$ cat src/rtl/conv_pkg.sv
// rtl/conv_pkg.sv - shared constants and scheduler state encoding for the conv datapath
//
// Purpose: single source for the kernel edge and datapath widths so the
// scheduler, window counter and conv engine agree on K.
package conv_pkg;

  localparam int K     = 5;
  localparam int DIM_W = 8;
  localparam int ACC_W = 32;

  typedef enum logic [2:0] {
    IDLE  = 3'd0,
    FETCH = 3'd1,
    KICK  = 3'd2,
    WAIT  = 3'd3,
    HOLD  = 3'd4,
    DRAIN = 3'd5
  } sched_state_t;

endpackage

$ cat src/rtl/conv_win_counter.sv
// rtl/conv_win_counter.sv - raster-order row/col walker over the output map
//
// Purpose: tracks the current output position (row, col) of a frame.
// Ports:
//   clk, rst_n  : clock, async active-low reset
//   clear_i     : return to (0,0); wins over advance_i
//   advance_i   : step to the next raster position
//   ow_i, oh_i  : output map width / height (both >= 1)
//   row_o/col_o : current position
//   is_last_o   : current position is (oh_i-1, ow_i-1)
module conv_win_counter #(
  parameter int DIM_W = conv_pkg::DIM_W
) (
  input  logic             clk,
  input  logic             rst_n,
  input  logic             clear_i,
  input  logic             advance_i,
  input  logic [DIM_W-1:0] ow_i,
  input  logic [DIM_W-1:0] oh_i,
  output logic [DIM_W-1:0] row_o,
  output logic [DIM_W-1:0] col_o,
  output logic             is_last_o
);

  localparam logic [DIM_W-1:0] ONE = DIM_W'(1);

  logic [DIM_W-1:0] row_q, row_d;
  logic [DIM_W-1:0] col_q, col_d;
  logic             col_end;
  logic             row_end;

  assign col_end   = (col_q == ow_i - ONE);
  assign row_end   = (row_q == oh_i - ONE);
  assign is_last_o = row_end && col_end;

  always_comb begin
    row_d = row_q;
    col_d = col_q;
    if (clear_i) begin
      row_d = '0;
      col_d = '0;
    end else if (advance_i) begin
      if (is_last_o) begin
        // Wrap to the origin so the counter is clean for the next frame.
        row_d = '0;
        col_d = '0;
      end else if (col_end) begin
        col_d = '0;
        row_d = row_q + ONE;
      end else begin
        col_d = col_q + ONE;
      end
    end
  end

  always_ff @(posedge clk or negedge rst_n) begin
    if (!rst_n) begin
      row_q <= '0;
      col_q <= '0;
    end else begin
      row_q <= row_d;
      col_q <= col_d;
    end
  end

  assign row_o = row_q;
  assign col_o = col_q;

endmodule

$ cat src/rtl/conv_frame_sched.sv
// rtl/conv_frame_sched.sv - raster-order frame scheduler for the KxK conv engine
//
// Purpose: walks every output position of a frame, requests each window,
// kicks the conv engine, and streams results out through a one-entry
// holding register with coordinates and a last flag.
// Ports:
//   clk, rst_n                       : clock, async active-low reset
//   cfg_start, cfg_img_w, cfg_img_h  : frame start and input dims (IDLE only)
//   abort                            : drop the frame, back to IDLE
//   busy, frame_done, cfg_err        : frame status
//   win_req/win_row/win_col, win_ack : window loader handshake
//   conv_start, conv_done, conv_result : engine handshake
//   out_valid/out_ready/out_data/out_row/out_col/out_last : result stream
module conv_frame_sched #(
  parameter int K     = conv_pkg::K,
  parameter int DIM_W = conv_pkg::DIM_W,
  parameter int ACC_W = conv_pkg::ACC_W
) (
  input  logic             clk,
  input  logic             rst_n,
  input  logic             cfg_start,
  input  logic [DIM_W-1:0] cfg_img_w,
  input  logic [DIM_W-1:0] cfg_img_h,
  input  logic             abort,
  output logic             busy,
  output logic             frame_done,
  output logic             cfg_err,
  output logic             win_req,
  output logic [DIM_W-1:0] win_row,
  output logic [DIM_W-1:0] win_col,
  input  logic             win_ack,
  output logic             conv_start,
  input  logic             conv_done,
  input  logic [ACC_W-1:0] conv_result,
  output logic             out_valid,
  input  logic             out_ready,
  output logic [ACC_W-1:0] out_data,
  output logic [DIM_W-1:0] out_row,
  output logic [DIM_W-1:0] out_col,
  output logic             out_last
);

  import conv_pkg::sched_state_t;
  import conv_pkg::IDLE;
  import conv_pkg::FETCH;
  import conv_pkg::KICK;
  import conv_pkg::WAIT;
  import conv_pkg::HOLD;
  import conv_pkg::DRAIN;

  localparam logic [DIM_W-1:0] K_DIM = DIM_W'(K);
  localparam logic [DIM_W-1:0] ONE   = DIM_W'(1);

  sched_state_t     state_q, state_d;
  logic [DIM_W-1:0] ow_q, oh_q;
  logic             full_q;
  logic [ACC_W-1:0] out_data_q;
  logic [DIM_W-1:0] out_row_q, out_col_q;
  logic             out_last_q;
  logic             cfg_err_q;
  logic             frame_done_q;

  logic [DIM_W-1:0] pos_row, pos_col;
  logic             pos_last;
  logic             dims_ok, start_ok, kill, xfer, room, load;

  assign dims_ok  = (cfg_img_w >= K_DIM) && (cfg_img_h >= K_DIM);
  assign start_ok = (state_q == IDLE) && cfg_start && dims_ok;
  assign kill     = (state_q != IDLE) && abort;
  assign xfer     = full_q && out_ready;
  // The holding register can take a new result if it is empty or its beat
  // leaves this very cycle.
  assign room     = !full_q || out_ready;
  // HOLD captures the still-stable engine result once room appears.
  assign load     = (((state_q == WAIT) && conv_done) || (state_q == HOLD))
                    && room && !kill;

  conv_win_counter #(
    .DIM_W (DIM_W)
  ) u_win_counter (
    .clk       (clk),
    .rst_n     (rst_n),
    .clear_i   (start_ok || kill),
    .advance_i (load),
    .ow_i      (ow_q),
    .oh_i      (oh_q),
    .row_o     (pos_row),
    .col_o     (pos_col),
    .is_last_o (pos_last)
  );

  // State register
  always_ff @(posedge clk or negedge rst_n) begin
    if (!rst_n) begin
      state_q <= IDLE;
    end else begin
      state_q <= state_d;
    end
  end

  // Next-state logic
  always_comb begin
    state_d = state_q;
    if (kill) begin
      state_d = IDLE;
    end else begin
      case (state_q)
        IDLE:    if (start_ok) state_d = FETCH;
        FETCH:   if (win_ack) state_d = KICK;
        KICK:    state_d = WAIT;
        WAIT: begin
          if (conv_done) begin
            if (!room)         state_d = HOLD;
            else if (pos_last) state_d = DRAIN;
            else               state_d = FETCH;
          end
        end
        HOLD: begin
          if (room) state_d = pos_last ? DRAIN : FETCH;
        end
        DRAIN:   if (xfer) state_d = IDLE;
        default: state_d = IDLE;
      endcase
    end
  end

  // Moore outputs
  always_comb begin
    win_req    = 1'b0;
    conv_start = 1'b0;
    busy       = (state_q != IDLE);
    case (state_q)
      FETCH:   win_req = 1'b1;
      KICK:    conv_start = 1'b1;
      default: ;
    endcase
  end

  // Frame dims, holding register and status pulses
  always_ff @(posedge clk or negedge rst_n) begin
    if (!rst_n) begin
      ow_q         <= '0;
      oh_q         <= '0;
      full_q       <= 1'b0;
      out_data_q   <= '0;
      out_row_q    <= '0;
      out_col_q    <= '0;
      out_last_q   <= 1'b0;
      cfg_err_q    <= 1'b0;
      frame_done_q <= 1'b0;
    end else begin
      cfg_err_q    <= (state_q == IDLE) && cfg_start && !dims_ok;
      frame_done_q <= (state_q == DRAIN) && xfer && !kill;
      if (start_ok) begin
        ow_q <= cfg_img_w - K_DIM + ONE;
        oh_q <= cfg_img_h - K_DIM + ONE;
      end
      if (kill) begin
        full_q <= 1'b0;
      end else if (load) begin
        full_q <= 1'b1;
      end else if (xfer) begin
        full_q <= 1'b0;
      end
      if (load) begin
        out_data_q <= conv_result;
        out_row_q  <= pos_row;
        out_col_q  <= pos_col;
        out_last_q <= pos_last;
      end
    end
  end

  assign cfg_err    = cfg_err_q;
  assign frame_done = frame_done_q;
  assign win_row    = pos_row;
  assign win_col    = pos_col;
  assign out_valid  = full_q;
  assign out_data   = out_data_q;
  assign out_row    = out_row_q;
  assign out_col    = out_col_q;
  assign out_last   = out_last_q;

endmodule

$ cat config.mk
export PLATFORM = sky130hd
export DESIGN_NAME = conv_frame_sched
export DESIGN_NICKNAME = d
export VERILOG_FILES = /design/src/rtl/conv_pkg.sv /design/src/rtl/conv_win_counter.sv /design/src/rtl/conv_frame_sched.sv
export SDC_FILE = /design/constraint.sdc
export NUM_CORES = 1
export LEC_CHECK = 0
export ABC_AREA = 1
export CORE_ASPECT_RATIO = 1.2
export CORE_UTILIZATION = 38
export DETAILED_ROUTE_END_ITERATION = 16
export DONT_BUFFER_PORTS = 1
export PLACE_DENSITY = 0.5
export SLEW_MARGIN = 20
export SYNTH_ARGS = -nofsm -noshare
export SYNTH_HDL_FRONTEND = slang
export SYNTH_HIERARCHICAL = 1
export SYNTH_SLANG_ARGS = --single-unit
$ cat constraint.sdc
create_clock -name clk -period 4.1 [get_ports clk]
set_input_delay 0.615 -clock clk [delete_from_list [all_inputs] [get_ports clk]]
set_output_delay 0.615 -clock clk [all_outputs]
set_load 0.03 [all_outputs]
==> metrics <==
power spent charging and discharging nets=~0.0018 W; #FFs+latches synth=just under 90; maximum number of pins on one net before global-route repair=88; Max IR drop VDD=around 0.00027 V; DIE HEIGHT=122 um; Via density=~4.7; Reg clk slew, reported paths=around 0.07 ns; fin worst setup slack=between 1 and 1.5 ns; synthesized area=4570 um^2; clock latency of the later-clocked register in the worst-skew pair=roughly 0.34 ns; total global routing track utilization=roughly 17%; status=finished clean; full die area=approximately 12000 um^2; max-slew violation count=0; Worst Setup Path Type=register to register; clk root buf=clkbuf_16; power per standard cell area=approximately 780 nW/um^2; placed cell areas=between 4000 and 5000 um^2; number of levels in the clock H-tree=3; data required time at the worst endpoint=4.37 ns; static power due to leakage=approximately 2.7 nW; crit end category=register; Post-Synthesis Mean Instance Area=between 7 and 8 um^2; max_slew headroom=a little over a quarter; Antenna Violating Nets Remaining=0; endpoints failing setup=0; timing-limited maximum frequency=0.380 GHz; Yosys Warn Count=6; DRC violations left=0; post-route worst hold slack=around 0.18 ns; final worst path period share=roughly 64%; final-stage net count=between 600 and 700; top library cells by usage in the layout, fill and taps aside=nand2_1, dfrtp_1, nor2_1, inv_1, nand3_1; post-route core utilization=between 40% and 50%; first-iteration detailed-routing DRC count=119; Hold Fails Final Rpt=0; area taken by multi-input logic gates=around 2100 um^2; worst setup skew after layout=between 0.007 and 0.008 ns; via count=between 3000 and 4000; RSZ-0062 raised after global routing=false; internal portion of total power=around 0.0022 W; total detailed-routing wirelength=roughly 10000 um; Net Count, Synth=669; initial antenna violation count=0; Sinks on Clock Net=87; register cell area after layout=roughly 2200 um^2; worst slack at placement=~1.4 ns; post-CTS resize count=0; global-route wire length before repair=between 15000 and 20000 um; arrival time of the worst setup path=between 2 and 3 ns; most common cell after layout, fill and taps aside=nand2_1; Site Rows=between 40 and 50; Tightest Hold Check Type=input port to asynchronous set/reset pin; horizontal extent of the die=between 100 and 150 um; share of total power in the clock network=24.4%; fill cell instance count of the final layout=roughly 1200; number of hold buffers added after cts=1; number of buffers created by CTS=9; first-pass detailed-route iteration total=5; post-route setup TNS=0 ns; Layout area overhead=11.1%; initial standard-cell utilization of the core=roughly two fifths; number of post-CTS setup repair buffers=0; placed wire-length estimate=between 7000 and 8000 um; Max-Cap Viols=0; fraction of final layout cells with drive strength greater than 1=6.07%; startpoint type of the worst setup path=register; largest fanout of any net on the critical path=12; number of distinct library cells after synthesis=33; clock buffer depth=2; Port Buf Inserts=0; core box area=11600 um^2; via count of the first global-routing pass=3396; measured slew at the worst slew-check pin=between 1 and 1.5 ns; final std cell area, no fill=approximately 5100 um^2; antenna diode count=0; CTS tree=done; switching share of power=45.0%; share of power burned in combinational logic=about 29%; detail-routed net length per standard cell=between 10 and 15 um; I/O Pins=approximately 130; power share of the sequential group=between 40 and 50%; share of synthesized area occupied by flip-flops and latches=a little under half; global-route congestion overflow total=0; time the worst path needs with I/O delays and setup=approximately 2.6 ns; cell count after synthesis=just over 600; gp weighted congestion=0.794
-- layout make-up --
class                      instances  area share [%]
timing repair buffer               4           0.985
clock buffer                       9            4.43
tap                              157            3.87
multi-input combinational        449            41.4
clock inverter                     7            2.49
sequential                        87            42.8
inverter                          54            3.99
-- synth_stat cells --
library cell	number	area (um^2)
o21ai_0	19	95.1
o21bai_1	1	7.51
nor2_1	56	210
a21oi_1	2	10.0
dfrtp_1	87	2180
nand3_1	33	165
o22ai_1	2	12.5
nand2_1	261	980
inv_1	52	195
a21boi_0	1	7.51
xor2_1	20	175
buf_2	7	35.0
and3_1	1	6.26
clkbuf_1	6	22.5
nand2_4	1	11.3
nand3_2	2	20.0
nand2_2	5	31.3
o21ai_1	1	5.00
o21ai_2	1	8.76
nor3b_1	1	7.51
or2_2	1	6.26
inv_2	2	7.51
nor4_1	1	6.26
nand3b_1	3	22.5
a31oi_1	2	12.5
ha_1	8	100
and2_1	1	6.26
nand4_1	5	31.3
nor2_2	4	25.0
xnor2_1	11	96.3
nor3_1	5	25.0
o21bai_4	1	18.8
buf_6	3	33.8
-- registers in the layout (all words and copies together), names as in the netlist --
register / count
out_row: 8
out_last: 1
u_win_counter/col_o: 8
u_win_counter/row_o: 8
oh_q: 8
out_col: 8
out_data: 32
state_q: 3
out_valid: 1
cfg_err: 1
ow_q: 8
frame_done: 1
-- worst max-delay path, stage by stage, from the launching register on --
cell and delay (ns):
dfrtp_1 0.43, nor2_2 0.18, nand2_2 0.19, nor2_1 0.20
nand3_1 0.16, nand2_1 0.34, nor2_1 0.14, nor2_1 0.14
and3_1 0.22, nand3_1 0.08, nor2_1 0.14, nand2_1 0.08
xor2_1 0.16, nor2_1 0.11
-- cells by family (layout without fill, tap and decap cells) --
group,Yosys count,count (layout),share of synthesized area [%]
AOI/OAI and AO/OA,30,30,3.88
xor gates and xnor gates,31,31,5.94
buffers and inverters,70,74,6.43
and+or+nand+nor,380,380,34.0
adders and majority gates,8,8,2.19
DFF,87,87,47.6
-- stage by stage --
stage               cells  power [W]
floorplan             606    0.00275
global placement      750    0.00298
detailed placement    750    0.00300
CTS                   767    0.00401
global route          767    0.00427
finish                767    0.00396
-- routing by layer --
layer  track usage (%)  routed length [um]  vias to the layer above
met4              8.13                 171                        0
met3              3.73                 708                       12
met1              20.5                4630                     1617
li1                  -                   -                     1877
met2              28.0                4700                      108
met5                 0                   0                        -
-- final timing paths --
check / depth (start not counted) / start / end / slack, ns
min: 1 / rst_n / out_data[16] / 0.18
max reg2reg: 13 / state_q[1] / u_win_counter/col_o[7] / 1.47
min in group clk: 1 / cfg_img_w[2] / ow_q[2] / 0.38
max: 13 / state_q[1] / u_win_counter/col_o[7] / 1.47
min reg2reg: 2 / oh_q[7] / oh_q[7] / 0.52
max in group asynchronous: 1 / rst_n / out_data[22] / 3.58
-- power groups by stage --
stage               Combinational (W)  Clock, W  Sequential [W]
finish                        0.00115  0.000965         0.00185
global route                  0.00134   0.00102         0.00190
CTS                           0.00116  0.000994         0.00185
detailed placement            0.00114         0         0.00187
global placement              0.00112         0         0.00186
floorplan                    0.000984         0         0.00177
No activity file was read; power rests on OpenSTA's default activity.
